[config.mk]
export PLATFORM = sky130hd
export DESIGN_NAME = keypad_scan
export DESIGN_NICKNAME = d
export VERILOG_FILES = /design/src/rtl/keypad_scan.sv
export SDC_FILE = /design/constraint.sdc
export NUM_CORES = 1
export LEC_CHECK = 0
export BUFFER_PORTS_ARGS = -buffer_cell sky130_fd_sc_hd__buf_2
export CAP_MARGIN = 10
export CORE_ASPECT_RATIO = 1.1
export CORE_MARGIN = 3
export CORE_UTILIZATION = 35
export DETAILED_ROUTE_END_ITERATION = 10
export PLACE_DENSITY = 0.59
export SYNTH_ARGS = -nofsm -noshare
export SYNTH_HDL_FRONTEND = slang
export SYNTH_SLANG_ARGS = --single-unit
[constraint.sdc]
create_clock -name clk -period 8.02 [get_ports clk]
set_input_delay 0.802 -clock clk [delete_from_list [all_inputs] [get_ports clk]]
set_output_delay 0.802 -clock clk [all_outputs]
set_load 0.005 [all_outputs]
[src/rtl/keypad_scan.sv]
// -----------------------------------------------------------------------------
// keypad_scan
//
// Scans a 4x4 active-low hex keypad one column at a time. It debounces both
// the press and the release, and reports each accepted key exactly once. The
// two most recent keys are kept as a small history that can drive a
// two-digit display directly.
//
// Ports
//   clk        system clock
//   reset      synchronous, active-high reset
//   rows[3:0]  keypad row sense lines, active-low, asynchronous to clk
//   cols[3:0]  keypad column drives, active-low, exactly one bit low
//   key_valid  one-cycle strobe: a new debounced key was accepted
//   key_code   hex code of the last accepted key
//   digit_new  most recent accepted key
//   digit_old  key accepted before digit_new
//
// Parameters
//   SCAN_DIV         cycles each column is driven before advancing (>= 4)
//   DEBOUNCE_CYCLES  consecutive stable cycles to accept press/release (>= 2)
// -----------------------------------------------------------------------------
module keypad_scan #(
   parameter int SCAN_DIV        = 24000,
   parameter int DEBOUNCE_CYCLES = 480000
) (
   input  logic       clk,
   input  logic       reset,
   input  logic [3:0] rows,
   output logic [3:0] cols,
   output logic       key_valid,
   output logic [3:0] key_code,
   output logic [3:0] digit_new,
   output logic [3:0] digit_old
);

   localparam int DWELL_W = $clog2(SCAN_DIV);
   localparam int DB_W    = (DEBOUNCE_CYCLES > 2) ? $clog2(DEBOUNCE_CYCLES) : 1;

   localparam logic [DWELL_W-1:0] DWELL_LAST = DWELL_W'(SCAN_DIV - 1);
   localparam logic [DWELL_W-1:0] DWELL_ONE  = DWELL_W'(1);
   localparam logic [DB_W-1:0]    DB_LAST    = DB_W'(DEBOUNCE_CYCLES - 1);
   localparam logic [DB_W-1:0]    DB_ONE     = DB_W'(1);

   typedef enum logic [1:0] {
      ST_SCAN,
      ST_PRESS_DB,
      ST_HELD,
      ST_REL_DB
   } state_t;

   // Registered state
   logic [3:0]         sync1_reg;
   logic [3:0]         rows_s_reg;
   state_t             state_reg,     state_next;
   logic [1:0]         col_reg,       col_next;
   logic [3:0]         cols_reg,      cols_next;
   logic [DWELL_W-1:0] dwell_reg,     dwell_next;
   logic [DB_W-1:0]    db_reg,        db_next;
   logic [1:0]         row_reg,       row_next;
   logic               key_valid_reg, key_valid_next;
   logic [3:0]         key_code_reg,  key_code_next;
   logic [3:0]         digit_new_reg, digit_new_next;
   logic [3:0]         digit_old_reg, digit_old_next;

   // Decoded helpers
   logic [2:0]         low_count;
   logic [1:0]         low_row;
   logic [3:0]         latched_pat;
   logic               pat_match;
   logic               row_released;
   logic [3:0]         key_hex;

   // Hex value printed on the key at (row, col).
   function automatic logic [3:0] code_of(input logic [1:0] r, input logic [1:0] c);
      logic [3:0] code;
      case ({r, c})
         4'h0: code = 4'h1;
         4'h1: code = 4'h2;
         4'h2: code = 4'h3;
         4'h3: code = 4'hA;
         4'h4: code = 4'h4;
         4'h5: code = 4'h5;
         4'h6: code = 4'h6;
         4'h7: code = 4'hB;
         4'h8: code = 4'h7;
         4'h9: code = 4'h8;
         4'hA: code = 4'h9;
         4'hB: code = 4'hC;
         4'hC: code = 4'hE;
         4'hD: code = 4'h0;
         4'hE: code = 4'hF;
         default: code = 4'hD;
      endcase
      return code;
   endfunction

   // Column drive and the expected row pattern of the latched key are both
   // one-hot-low decodes of a 2-bit index.
   genvar gi;
   generate
      for (gi = 0; gi < 4; gi++) begin : g_decode
         assign cols_next[gi]   = (col_next != 2'(gi));
         assign latched_pat[gi] = (row_reg  != 2'(gi));
      end
   endgenerate

   // Count how many rows are pulled low and remember which one (the index is
   // only meaningful when exactly one row is low).
   always_comb begin
      low_count = '0;
      low_row   = '0;
      for (int i = 0; i < 4; i++) begin
         if (!rows_s_reg[i]) begin
            low_count = low_count + 3'd1;
            low_row   = 2'(i);
         end
      end
   end

   assign pat_match    = (rows_s_reg == latched_pat);
   assign row_released = rows_s_reg[row_reg];
   assign key_hex      = code_of(row_reg, col_reg);

   always_comb begin
      state_next     = state_reg;
      col_next       = col_reg;
      dwell_next     = dwell_reg;
      db_next        = db_reg;
      row_next       = row_reg;
      key_valid_next = 1'b0;
      key_code_next  = key_code_reg;
      digit_new_next = digit_new_reg;
      digit_old_next = digit_old_reg;

      unique case (state_reg)
         ST_SCAN: begin
            if (dwell_reg == DWELL_LAST) begin
               dwell_next = '0;
               if (low_count == 3'd1) begin
                  // Exactly one row low on this column: candidate key.
                  row_next   = low_row;
                  db_next    = '0;
                  state_next = ST_PRESS_DB;
               end else begin
                  col_next = col_reg + 2'd1;
               end
            end else begin
               dwell_next = dwell_reg + DWELL_ONE;
            end
         end

         ST_PRESS_DB: begin
            if (!pat_match) begin
               // Any bounce restarts acquisition on the same column.
               dwell_next = '0;
               state_next = ST_SCAN;
            end else if (db_reg == DB_LAST) begin
               state_next     = ST_HELD;
               key_valid_next = 1'b1;
               key_code_next  = key_hex;
               digit_old_next = digit_new_reg;
               digit_new_next = key_hex;
            end else begin
               db_next = db_reg + DB_ONE;
            end
         end

         ST_HELD: begin
            // Only the latched row matters; other keys are ignored.
            if (row_released) begin
               db_next    = '0;
               state_next = ST_REL_DB;
            end
         end

         ST_REL_DB: begin
            if (!row_released) begin
               state_next = ST_HELD;
            end else if (db_reg == DB_LAST) begin
               col_next   = col_reg + 2'd1;
               dwell_next = '0;
               state_next = ST_SCAN;
            end else begin
               db_next = db_reg + DB_ONE;
            end
         end

         default: begin
            state_next = ST_SCAN;
         end
      endcase
   end

   always_ff @(posedge clk) begin
      if (reset) begin
         sync1_reg     <= 4'b1111;
         rows_s_reg    <= 4'b1111;
         state_reg     <= ST_SCAN;
         col_reg       <= 2'd0;
         cols_reg      <= 4'b1110;
         dwell_reg     <= '0;
         db_reg        <= '0;
         row_reg       <= 2'd0;
         key_valid_reg <= 1'b0;
         key_code_reg  <= 4'h0;
         digit_new_reg <= 4'h0;
         digit_old_reg <= 4'h0;
      end else begin
         sync1_reg     <= rows;
         rows_s_reg    <= sync1_reg;
         state_reg     <= state_next;
         col_reg       <= col_next;
         cols_reg      <= cols_next;
         dwell_reg     <= dwell_next;
         db_reg        <= db_next;
         row_reg       <= row_next;
         key_valid_reg <= key_valid_next;
         key_code_reg  <= key_code_next;
         digit_new_reg <= digit_new_next;
         digit_old_reg <= digit_old_next;
      end
   end

   assign cols      = cols_reg;
   assign key_valid = key_valid_reg;
   assign key_code  = key_code_reg;
   assign digit_new = digit_new_reg;
   assign digit_old = digit_old_reg;

endmodule

==> results_dict.tcl, run 1 <==
set metrics [dict create \
    wl_per_cell_um 14.4 \
    yosys-top-cells-count "dfxtp_1, nor2_1, nand2_1, a21oi_1, nand3_1" \
    synth_cells 399 \
    max-cap-violations 0 \
    power.leakage_nw 1.28 \
    slew_headroom_pct 27.6 \
    r2r-end "db_reg[10]$_SDFFE_PP0P_" \
    grt_max_degree 43 \
    fp.dieH_um 109 \
    route.vias.total 3043 \
    startpoint "rows_s_reg[0]$_SDFF_PP1_" \
    wirelength_um 7620 \
    yosysTopAreaCell "dfxtp_1" \
    dieArea_mm2 0.0108 \
    largest_reg_flops 19 \
    numCtsBuffers 9 \
    fin_crit_sh_pct 45.9 \
    via_per_inst 5.75 \
    min_path_type "reg -> reg" \
    worstPathArrival_ps 3940 \
    criticalPathCategory "reg -> reg" \
    layout-drive-gt1-share_pct 13.7 \
    finalInstanceArea_mm2 0.00368 \
    num_rows 36 \
    fin_ws_ps 4340 \
    cts_setup_buffers 0 \
    synth_seq_area_share_pct 36.5 \
    synth_top_family_by_area "simple AND/OR/NAND/NOR gates" \
    worst_setup_path_start_kind "flip-flop" \
    h-tree-depth 3 \
    drt_iter0_markers 173 \
    rrSetupSlack_ps 4340 \
    place.gp.congestion 0.785 \
    drt-pass1-iter-count 4 \
    clock_path_buffers 2 \
    cts.sinks 61 \
    setup-tns-final_ps 0 \
    finalHoldViolCount 0 \
    grt_overflow_total 0 \
    holdPathStages 1 \
    syn-cell-area_mm2 0.00335 \
    synth-simple-area-share_pct 29.6 \
    insertion_delay_ps 350 \
    r2r-start "rows_s_reg[0]$_SDFF_PP1_" \
    core_area_mm2 0.00910 \
    tightest_slew_ps 1080 \
    final_nets 429 \
    grt_pass1_wl_um 12700 \
    fmax_mhz 272 \
    place_worst_setup_slack_ps 4340 \
    grtUsageTotal_pct 14.5 \
    synth_compound_area_share_pct 18.4 \
    yosys.cell_types.count 57 \
    ir_drop_uv 58.0 \
    critical_path.max_fanout 33 \
    yosys.area.top_type_share_pct 36.5 \
    path_clk_slew_ps 60 \
    synth_mux_area_share_pct 4.93 \
    setup_viol 0 \
    antenna_left 0 \
    whs_ps 409 \
    placed_cell_area_mm2 0.00349 \
    antenna_found_initial 0 \
    required_ps 8280 \
    synthAdderAreaFrac_pct 4.86 \
    syn_to_final_growth_pct 9.86 \
    ys_ff_latch 61 \
    power_mw 0.601 \
    synth_edf_count 0 \
    slew_viol_final 0 \
    ys_async_sr_fraction_pct 0 \
    rsz0062_at_grt "false" \
    worst-r2r-cell-count 9 \
    remaining_drc_errors 0 \
    synth.area.top_cells "dfxtp_1, ha_1, a21oi_1, nor2_1, mux2i_1" \
    grt_pass1_vias 2774 \
    cts_hold_buf 0 \
    synth_warnings 0 \
    cts.repair.resized 0 \
    crit_end "db_reg[10]$_SDFFE_PP0P_" \
    io_buffer_count 22 \
    fillerInstances 927 \
    cts-root-buf "clkbuf_8" \
    period_needed_ps 3680 \
    synth_xor_area_share_pct 0.523 \
    power.density_mw_per_mm2 163 \
    status "finished, final reports clean" \
    fin_skew_ps 8.62 \
    synth_fp_nets 418 \
    die_w_um 99.3 \
    diodes 0 \
    ios 23 \
    synth.avg_cell_area_um2 8.39 \
    synthMostInstantiatedCell "dfxtp_1" \
    dp_hpwl_um 5290 \
    start_util_pct 36.8 \
    cts_tree "done" \
    synth_flop_cell "dfxtp_1" \
    end_kind "flip-flop" \
]
[critical path, stage by stage, from the launching register on]
cell      delay [ps]
dfxtp_1          410
inv_1             70
ha_1             340
xnor2_1          220
ha_1             260
o311ai_1         390
a21bo_2          220
nand3_1          740
or4_1            780
a21oi_1          150
[through the flow]
stage / cells / utilization [%]
floorplan: 399 / -
global placement: 513 / 38.3
detailed placement: 513 / 38.3
CTS: 529 / 40.4
global route: 529 / 40.4
finish: 529 / 40.4
[layout by cell type, fill, tap and decap left out, drive strengths merged, types with 13 or more instances in the layout]
cell,count
inv,16
nand4,13
nand2,30
or4,15
ha,13
nor2,33
buf,22
a21oi,27
nand3,21
dfxtp,61
o21ai,21
[cell type report]
| class | instances | area [µm²] | share of cell area (%) |
|---|---|---|---|
| clock buffers | 11 | 141 | 3.84 |
| clock inverters | 5 | 50.0 | 1.36 |
| inverters | 16 | 60.1 | 1.63 |
| multi-input cells | 300 | 1950 | 53.1 |
| flip-flops and latches | 61 | 1220 | 33.2 |
| well taps | 114 | 143 | 3.88 |
| repair buffers | 22 | 110 | 2.99 |
[per-layer routing]
layer	GRT usage [%]	vias to the layer above	wire (µm)
met1	17.8	1449	3530
met5	0	-	0
met3	3.48	16	353
met2	24.2	58	3610
li1	-	1520	-
met4	5.95	0	138
[how the worst min path moves through the flow]
stage / from / to / slack [ps]
6_report: sync1_reg[0]$_SDFF_PP1_ / rows_s_reg[0]$_SDFF_PP1_ / 410
3_3_place_gp: sync1_reg[3]$_SDFF_PP1_ / rows_s_reg[3]$_SDFF_PP1_ / 400
4_1_cts: sync1_reg[0]$_SDFF_PP1_ / rows_s_reg[0]$_SDFF_PP1_ / 410
2_1_floorplan: sync1_reg[0]$_SDFF_PP1_ / rows_s_reg[0]$_SDFF_PP1_ / 390
5_1_grt: sync1_reg[0]$_SDFF_PP1_ / rows_s_reg[0]$_SDFF_PP1_ / 420
3_5_place_dp: sync1_reg[0]$_SDFF_PP1_ / rows_s_reg[0]$_SDFF_PP1_ / 400
[cell families (layout without fill, tap and decap cells)]
kind of cell | count (synthesis) | in the layout
DFF | 61 | 61
xor gates and xnor gates | 2 | 2
and+or+nand+nor | 175 | 175
buffers and inverters | 38 | 54
AOI/OAI and AO/OA | 95 | 95
adders and majority gates | 13 | 13
muxes | 15 | 15
[report_power, final]
part | leakage (nW) | internal (mW) | switching [mW] | total [mW]
sequential | 0.494 | 0.306 | 0.00335 | 0.309
combinational | 0.686 | 0.00762 | 0.0112 | 0.0189
clock | 0.103 | 0.150 | 0.123 | 0.272
total | 1.28 | 0.464 | 0.137 | 0.601
Note: power is estimated with default switching activity, not from simulation.
==> run 2, diff against run 1 <==
Clock period 8.02 ns to 3.78 ns, I/O delays scaled along.
==> run 2 against run 1 <==
Sequential power increased by 110%. First-iteration DRC count up 6.4%. Core utilization is essentially flat. Critical endpoint is now db_reg[16]$_SDFFE_PP0P_. Clock skew grew 0.57 ps. Cell area about the same. Register-to-register slack got worse by 3600 ps. Worst hold slack got worse by 200 ps. Via count is 1.8% lower. Sequential cell count did not move. Global-route usage is essentially flat. Critical path depth is 1 higher.
==> results_dict.tcl, run 2 (same netlist as run 1, synthesis figures left out) <==
set metrics [dict create \
    path_clk_slew_ps 70 \
    cts_setup_buffers 0 \
    power.leakage_nw 1.27 \
    place.gp.congestion 0.783 \
    fmax_mhz 333 \
    tightest_slew_ps 894 \
    layout-drive-gt1-share_pct 14.4 \
    largest_reg_flops 19 \
    die_w_um 99.3 \
    cts.repair.resized 0 \
    required_ps 4050 \
    cts.sinks 61 \
    max-cap-violations 0 \
    final_cell_mix "dfxtp_1, nor2_1, nand2_1, a21oi_1, buf_2" \
    diodes 0 \
    via_per_inst 5.62 \
    start_util_pct 36.8 \
    status "finished, final reports clean" \
    syn_to_final_growth_pct 9.82 \
    fin_util_pct 40.4 \
    remaining_drc_errors 0 \
    wirelength_um 7540 \
    power.density_mw_per_mm2 328 \
    final_nets 432 \
    grt_max_degree 43 \
    io_buffer_count 22 \
    insertion_delay_ps 350 \
    worst_setup_path_start_kind "flip-flop" \
    criticalPathCategory "reg -> reg" \
    period_needed_ps 3000 \
    dieArea_mm2 0.0108 \
    ios 23 \
    fillerInstances 924 \
    rsz0062_at_grt "false" \
    multi_input_area_mm2 0.00195 \
    finalInstanceArea_mm2 0.00368 \
    drt-pass1-iter-count 4 \
    power_mw 1.21 \
    num_rows 36 \
    h-tree-depth 3 \
    wl_met1_um 3620 \
    seqCellArea_mm2 0.00122 \
    critical_path.max_fanout 33 \
    rrSetupSlack_ps 780 \
    route.vias.total 2989 \
    fin_crit_sh_pct 79.4 \
    placed_cell_area_mm2 0.00351 \
    core_area_mm2 0.00910 \
    ir_drop_uv 138 \
    antenna_found_initial 0 \
    dr_wl_met3_um 242 \
    cts_hold_buf 0 \
    min_path_type "in -> reg" \
    setup_viol 0 \
    setup-tns-final_ps 0 \
    grtUsageTotal_pct 14.5 \
    worstPathArrival_ps 3270 \
    fp.dieH_um 109 \
    fin_skew_ps 9.18 \
    maxUsedRoutingLayer "met4" \
    slew_viol_final 0 \
    antenna_left 0 \
    dp_hpwl_um 5230 \
    grt_overflow_total 0 \
    clock_path_buffers 2 \
    wl_per_cell_um 14.2 \
    grt_pass1_wl_um 12900 \
    slew_headroom_pct 40.1 \
    numCtsBuffers 9 \
    cts_tree "done" \
    end_kind "flip-flop" \
    finalHoldViolCount 0 \
    layout_commonest_cell "dfxtp_1" \
    grt_pass1_vias 2765 \
    cts-root-buf "clkbuf_8" \
    drt_iter0_markers 184 \
    dr_wl_met2_um 3590 \
]
## run 2: changes by cell type in the layout (fill, tap and decap cells not counted)
| cell | delta |
|---|---|
| buf_4 | +3 |
| bufinv_16 | -1 |
| clkbuf_8 | -1 |
| clkinv_2 | -2 |
| clkinvlp_4 | +4 |
## run 2: per-layer routing
metal	GRT usage, %	up-vias
li1	-	1517
met1	19.2	1411
met2	23.8	52
met3	2.77	9
met4	4.49	0
met5	0	-
## run 2: path summary, 6_finish.rpt
kind / start / end / cells after the start
worst max-delay path: rows_s_reg[1]$_SDFF_PP1_ / db_reg[16]$_SDFFE_PP0P_ / 10
worst min register to register: sync1_reg[3]$_SDFF_PP1_ / rows_s_reg[3]$_SDFF_PP1_ / 1
worst max register to register: rows_s_reg[1]$_SDFF_PP1_ / db_reg[16]$_SDFFE_PP0P_ / 10
worst min-delay path: rows[3] / sync1_reg[3]$_SDFF_PP1_ / 2
## run 2: area by class of cell
| class | count | share of cell area (%) |
|---|---|---|
| tap | 114 | 3.88 |
| timing repair buffer | 25 | 3.61 |
| clock inverter | 6 | 1.09 |
| clock buffer | 10 | 3.47 |
| sequential | 61 | 33.2 |
| multi-input combinational | 300 | 53.1 |
| inverter | 16 | 1.63 |
## run 2: through the flow
stage,worst slack [ps],hold slack (ps),cells
finish,780,210,532
detailed placement,784,400,516
CTS,782,199,532
global placement,887,401,516
global route,479,213,532
floorplan,1030,389,399
## run 2: power by group
group	switching [mW]	total, mW	internal [mW]
Combinational	0.0240	0.0409	0.0169
Sequential	0.00727	0.656	0.649
Clock	0.274	0.509	0.235
Total	0.306	1.21	0.901
## run 2: worst max-delay path, cell delays in order, from the launching register on
cell and delay [ps]:
dfxtp_1 430, inv_1 70, ha_1 320, xnor2_1 210, ha_1 260, o311ai_1 400, a21bo_2 230, nand3_1 80
buf_4 250, or4_1 520, a21oi_1 150
